[config.mk]
export PLATFORM = sky130hd
export DESIGN_NAME = if_stage
export DESIGN_NICKNAME = d
export VERILOG_FILES = /design/src/rtl/if_pkg.sv /design/src/rtl/fetch_fifo.sv /design/src/rtl/if_stage.sv
export SDC_FILE = /design/constraint.sdc
export NUM_CORES = 1
export LEC_CHECK = 0
export CAP_MARGIN = 20
export CORE_MARGIN = 5
export CORE_UTILIZATION = 55
export CTS_CLUSTER_SIZE = 8
export DETAILED_ROUTE_END_ITERATION = 6
export PLACE_DENSITY_LB_ADDON = 0.15
export SYNTH_ARGS = -nofsm -noshare
export SYNTH_HDL_FRONTEND = slang
export SYNTH_HIERARCHICAL = 1
export SYNTH_SLANG_ARGS = --single-unit
[constraint.sdc]
create_clock -name clk -period 11.5 [get_ports clk]
set_input_delay 2.3 -clock clk [delete_from_list [all_inputs] [get_ports clk]]
set_output_delay 2.3 -clock clk [all_outputs]
set_load 0.03 [all_outputs]
[src/rtl/if_pkg.sv]
`default_nettype none
// ============================================================================
// Module   : if_pkg
// Purpose  : Shared constants, fetch entry type and J-immediate helper for
//            the instruction fetch stage.
// Revision : 1.0 - initial release
// ============================================================================
package if_pkg;

    localparam logic [31:0] NOP_INSTR = 32'h0000_0013;
    localparam logic [6:0]  OPC_JAL   = 7'b1101111;

    typedef struct packed {
        logic [31:0] pc;
        logic [31:0] instr;
    } fetch_entry_t;

    // Sign-extended J-type immediate of a JAL instruction word
    function automatic logic [31:0] j_imm(input logic [31:0] instr);
        return {{11{instr[31]}}, instr[31], instr[19:12], instr[20], instr[30:21], 1'b0};
    endfunction

endpackage
`default_nettype wire

[src/rtl/fetch_fifo.sv]
`default_nettype none
// ============================================================================
// Module   : fetch_fifo
// Purpose  : Synchronous FIFO of fetch entries with flush. Head is read
//            combinationally; push on a full FIFO is accepted when a pop
//            happens in the same cycle.
// Revision : 1.0 - initial release
// ============================================================================
module fetch_fifo
    import if_pkg::*;
#(
    parameter int DEPTH = 2,
    localparam int PW = $clog2(DEPTH),
    localparam int CW = $clog2(DEPTH) + 1
) (
    input  logic          clk,
    input  logic          rst_n,
    input  logic          push_i,
    input  fetch_entry_t  entry_i,
    input  logic          pop_i,
    input  logic          flush_i,
    output fetch_entry_t  head_o,
    output logic          full_o,
    output logic          empty_o,
    output logic [CW-1:0] count_o
);

    fetch_entry_t  mem_q [DEPTH];
    logic [PW-1:0] rd_ptr_q;
    logic [PW-1:0] wr_ptr_q;
    logic [CW-1:0] count_q;
    logic          do_push;
    logic          do_pop;

    assign full_o  = (count_q == CW'(DEPTH));
    assign empty_o = (count_q == '0);
    assign count_o = count_q;
    assign head_o  = mem_q[rd_ptr_q];
    assign do_pop  = pop_i & ~empty_o;
    assign do_push = push_i & (~full_o | do_pop);

    // Pointer and occupancy tracking; flush empties the FIFO in one cycle
    always_ff @(posedge clk) begin
        if (!rst_n || flush_i) begin
            rd_ptr_q <= '0;
            wr_ptr_q <= '0;
            count_q  <= '0;
        end else begin
            if (do_push) wr_ptr_q <= wr_ptr_q + PW'(1);
            if (do_pop)  rd_ptr_q <= rd_ptr_q + PW'(1);
            count_q <= count_q + CW'(do_push) - CW'(do_pop);
        end
    end

    // Entry storage; contents are only meaningful between the pointers
    always_ff @(posedge clk) begin
        if (do_push) mem_q[wr_ptr_q] <= entry_i;
    end

endmodule
`default_nettype wire

[src/rtl/if_stage.sv]
`default_nettype none
// ============================================================================
// Module   : if_stage
// Purpose  : RV32 instruction fetch stage. Owns the PC, issues word fetches
//            on a valid/ready channel with in-order responses, buffers the
//            returned words and feeds decode one instruction per cycle.
//            Optional: IF_JAL_PREDECODE_EN follows JAL targets at fetch.
// Revision : 1.0 - initial release
// ============================================================================
module if_stage
    import if_pkg::*;
#(
    parameter logic [31:0] RESET_PC  = 32'h0000_0000,
    parameter int          BUF_DEPTH = 2
) (
    input  logic        clk,
    input  logic        rst_n,
    output logic        imem_req_valid,
    input  logic        imem_req_ready,
    output logic [31:0] imem_req_addr,
    input  logic        imem_rsp_valid,
    input  logic [31:0] imem_rsp_data,
    input  logic        stall_in,
    input  logic        redirect_valid,
    input  logic [31:0] redirect_pc,
    output logic [31:0] instr_out,
    output logic [31:0] pc_out,
    output logic        instr_valid
);

    localparam int CW = $clog2(BUF_DEPTH) + 1;
    localparam int UW = CW + 1;

    logic          started_q;
    logic          pend_q, pend_d;
    logic          pend_drop_q, pend_drop_d;
    logic [31:0]   pend_addr_q, pend_addr_d;
    logic [31:0]   fetch_pc_q, fetch_pc_d;
    logic [CW-1:0] drop_q, drop_d;
    logic [31:0]   instr_q, pc_q;
    logic          valid_q;

    fetch_entry_t  pb_head, oq_head;
    logic          pb_full, pb_empty, oq_full, oq_empty;
    logic [CW-1:0] pb_count, oq_count;

    logic          w_accept, w_rsp, w_keep, w_pop, w_credit;
    logic [UW-1:0] w_used;
    logic          w_jal;
    logic [31:0]   w_jal_target;
    logic          w_unused;

    assign w_accept = imem_req_valid & imem_req_ready;
    assign w_rsp    = imem_rsp_valid & ~oq_empty;
    assign w_keep   = w_rsp & (drop_q == '0) & ~redirect_valid;
    assign w_pop    = ~redirect_valid & ~stall_in & ~pb_empty;

    // The entry leaving the buffer this cycle frees its slot for a new request,
    // which is what sustains one instruction per cycle at short latency.
    assign w_used   = UW'(pb_count) + UW'(oq_count) - UW'(w_pop);
    assign w_credit = (w_used < UW'(BUF_DEPTH));

    assign imem_req_valid = started_q & (pend_q | w_credit);
    assign imem_req_addr  = pend_q ? pend_addr_q : fetch_pc_q;

`ifdef IF_JAL_PREDECODE_EN
    assign w_jal        = w_keep & (imem_rsp_data[6:0] == OPC_JAL);
    assign w_jal_target = oq_head.pc + j_imm(imem_rsp_data);
`else
    assign w_jal        = 1'b0;
    assign w_jal_target = 32'h0000_0000;
`endif

    assign w_unused = ^{pb_full, oq_full, oq_head.instr, redirect_pc[1:0], w_jal_target[1:0]};

    // Prefetch buffer of returned {pc, instr}
    fetch_fifo #(.DEPTH(BUF_DEPTH)) u_prefetch_buf (
        .clk     (clk),
        .rst_n   (rst_n),
        .push_i  (w_keep),
        .entry_i ({oq_head.pc, imem_rsp_data}),
        .pop_i   (w_pop),
        .flush_i (redirect_valid),
        .head_o  (pb_head),
        .full_o  (pb_full),
        .empty_o (pb_empty),
        .count_o (pb_count)
    );

    // Addresses of accepted requests awaiting their response
    fetch_fifo #(.DEPTH(BUF_DEPTH)) u_outstanding_q (
        .clk     (clk),
        .rst_n   (rst_n),
        .push_i  (w_accept),
        .entry_i ({imem_req_addr, 32'h0000_0000}),
        .pop_i   (w_rsp),
        .flush_i (1'b0),
        .head_o  (oq_head),
        .full_o  (oq_full),
        .empty_o (oq_empty),
        .count_o (oq_count)
    );

    // Next fetch PC, pending-request latch and drop accounting
    always_comb begin
        pend_d      = imem_req_valid & ~imem_req_ready;
        pend_addr_d = imem_req_addr;
        pend_drop_d = pend_drop_q & ~w_accept;
        fetch_pc_d  = fetch_pc_q;
        drop_d      = drop_q;

        // A stale pending request (redirected away) does not advance the PC
        if (w_accept && !pend_drop_q) fetch_pc_d = fetch_pc_q + 32'd4;
        if (w_rsp && drop_q != '0)    drop_d = drop_q - CW'(1);
        if (w_accept && pend_drop_q)  drop_d = drop_d + CW'(1);

        if (redirect_valid) begin
            fetch_pc_d  = {redirect_pc[31:2], 2'b00};
            drop_d      = oq_count + CW'(w_accept) - CW'(w_rsp);
            pend_drop_d = pend_d;
        end else if (w_jal) begin
            // Everything younger than the JAL itself is on the wrong path
            fetch_pc_d  = {w_jal_target[31:2], 2'b00};
            drop_d      = oq_count - CW'(1) + CW'(w_accept);
            pend_drop_d = pend_d;
        end
    end

    // Fetch-side state registers
    always_ff @(posedge clk) begin
        if (!rst_n) begin
            started_q   <= 1'b0;
            pend_q      <= 1'b0;
            pend_drop_q <= 1'b0;
            pend_addr_q <= RESET_PC;
            fetch_pc_q  <= RESET_PC;
            drop_q      <= '0;
        end else begin
            started_q   <= 1'b1;
            pend_q      <= pend_d;
            pend_drop_q <= pend_drop_d;
            pend_addr_q <= pend_addr_d;
            fetch_pc_q  <= fetch_pc_d;
            drop_q      <= drop_d;
        end
    end

    // Decode-facing output register: redirect bubbles, stall holds, else pop
    always_ff @(posedge clk) begin
        if (!rst_n) begin
            instr_q <= NOP_INSTR;
            pc_q    <= 32'h0000_0000;
            valid_q <= 1'b0;
        end else if (redirect_valid) begin
            instr_q <= NOP_INSTR;
            valid_q <= 1'b0;
        end else if (!stall_in) begin
            if (!pb_empty) begin
                instr_q <= pb_head.instr;
                pc_q    <= pb_head.pc;
                valid_q <= 1'b1;
            end else begin
                instr_q <= NOP_INSTR;
                valid_q <= 1'b0;
            end
        end
    end

    assign instr_out   = instr_q;
    assign pc_out      = pc_q;
    assign instr_valid = valid_q;

`ifndef SYNTHESIS
    a_rsp_has_owner: assert property (@(posedge clk) disable iff (!rst_n)
        imem_rsp_valid |-> !oq_empty);
`endif

endmodule
`default_nettype wire

==> metrics.cfg <==
[status]
run_status=complete, no violations

[placement]
gp_congestion=0.7681
place_ws_ps=3265
port_buffers=165
dp_hpwl_um=16320
place_area_um2=14950

[route]
vias=8123
drt-wirelength-per-cell_um=17.55
firstDrtPassIters=6
via_per_inst=5.362
drt_iter0_markers=553
routed_wl_um=26590
drc=0
drtAntennaViolNets=0

[cells_and_area]
final_cell_mix=edfxtp_1 (192), clkdlybuf4s50_1 (164), dfxtp_1 (140)
drive_gt1_frac=0.1764
fillers=1744
finalInstanceArea_um2=16310
diodes=0
num-nets-final=1239
area_delta_synth_final_pct=25.46
final_common_cell=edfxtp_1

[worst_setup_path]
cp_top_family=buffers and inverters
worstSetupPathType=in2out
worstPathRequired_ps=9200
worstSetupStartpointType=primary input
crit_path_max_incr_delay_ps=730
path_max_fanout=33
critPathCaptureType=primary output
worstPathArrival_ps=5930
cp_slowest_cell=clkdlybuf4s50_1
crit_buf_inv=5
cp_cell_sequence=clkdlybuf4s50_1 > buf_4 > nor2_2 > nand2_1 > buf_4 > inv_1 > ha_1 > nand2b_1 > fa_1 > xor2_1 > a21oi_1 > nor2b_1 > clkdlybuf4s50_1

[clock_network]
clk_path_buf_depth=3
postCtsSetupBuffers=0
clk_pin_slew_ps=50
htree_levels=2
cts_resized=0
insertion_delay_ps=550
root_buffer=clkbuf_16
postCtsHoldBufs=0
cts_sinks=334
cts-buffers-inserted=47
cts_tree=yes

[sta]
fmax_mhz=121.5
finalSetupTns_ps=0
rsz0062_at_grt=no
tightest_slew_ps=969.7
post-route-period-util=0.7156
layout_setup_ws_ps=3271
hold_violations=0
clock-skew-final_ps=20.71
setup_violations=0
slew_headroom=0.3535
slew_viol_final=0
fin_crit_ps=8229

[yosys]
synthCells=989
syn-num-nets=1067
yosysWarnings=6
postSynthAreaPerCell_um2=13.15
syn_area_um2=13000

[grt]
grt_pass1_wl_um=42550
grt_pass1_vias=8117
grt_usage=0.1990
grt_max_degree=104
grt_overflow_total=0
grt_antenna_before_repair=0

[min_path]
worst_hold_path_type=reg2reg

[floorplan]
initial_core_util=0.5555
core.rowCount=56
die_w_um=163.8
ios=168
core_um2=23400
die_area_um2=26810
dieHeight_um=163.8

[power_and_ir_drop]
peakVddDrop_uv=123.0
p_leak_uw=0.005477
power_density_nw_per_um2=164.8

[flow_run]
max_cap_viol_count=0

## worst min-delay path, stage by stage (launching register included)
cell      delay (ps)
dfxtp_1          300
nand2_1           50
a21boi_1          50
## metal layers
| layer | vias to the layer above | share of wire | track usage |
|---|---|---|---|
| met2 | 224 | 0.47 | 0.3296 |
| met5 | - | 0 | 0 |
| met1 | 3912 | 0.45 | 0.2721 |
| met3 | 38 | 0.060 | 0.03940 |
| met4 | 0 | 0.014 | 0.05071 |
| li1 | 3949 | - | - |
## area by class of cell
class / count / area (um^2) / share of cell area
inverters: 20 / 75.07 / 0.004602
repair buffers: 181 / 1767 / 0.1083
multi-input cells: 577 / 4098 / 0.2512
flip-flops and latches: 334 / 8611 / 0.5279
well taps: 319 / 399.1 / 0.02447
clock inverters: 3 / 48.80 / 0.002991
clock buffers: 81 / 1314 / 0.08054
## power breakdown
| part | switching (uW) | internal [uW] | leakage (uW) |
|---|---|---|---|
| Clock | 476 | 772 | 0.000649 |
| Combinational | 73.6 | 62.5 | 0.00192 |
| Sequential | 14.2 | 1290 | 0.00291 |
| Total | 564 | 2120 | 0.00548 |
## state kept, by name (all words and copies together), names as in the netlist, named ones only
register	flops
u_prefetch_buf/mem_q	128
u_prefetch_buf/wr_ptr_q	1
u_outstanding_q/count_o	2
u_outstanding_q/wr_ptr_q	1
u_outstanding_q/rd_ptr_q	1
fetch_pc_q	30
instr_valid	1
pend_drop_q	1
pend_addr_q	32
u_prefetch_buf/rd_ptr_q	1
drop_q	2
pc_out	32
pend_q	1
instr_out	32
u_outstanding_q/mem_q	64
started_q	1
u_prefetch_buf/count_o	2
## path summary, 6_finish.rpt
check | startpoint | end | slack [ps] | depth (start not counted)
worst max register to register | u_prefetch_buf/count_o[1] | u_outstanding_q/count_o[1] | 6970 | 19
worst max-delay path | stall_in | imem_req_valid | 3270 | 13
worst min register to register | pc_out[30] | pc_out[30] | 450 | 2
worst min-delay path | pc_out[30] | pc_out[30] | 450 | 2
## per-stage QoR
step | hold WS (ps) | std cells | total power (uW) | util
6_report | 450.8 | 1515 | 2688 | 0.6970
5_1_grt | 479.6 | 1515 | 2791 | 0.6970
4_1_cts | 452.7 | 1515 | 2718 | 0.6970
3_5_place_dp | 446.1 | 1431 | 1462 | 0.6388
3_3_place_gp | 442.4 | 1431 | 1459 | 0.6388
2_1_floorplan | 451.9 | 989 | 1398 | -
(Power assumes the default switching activity.)
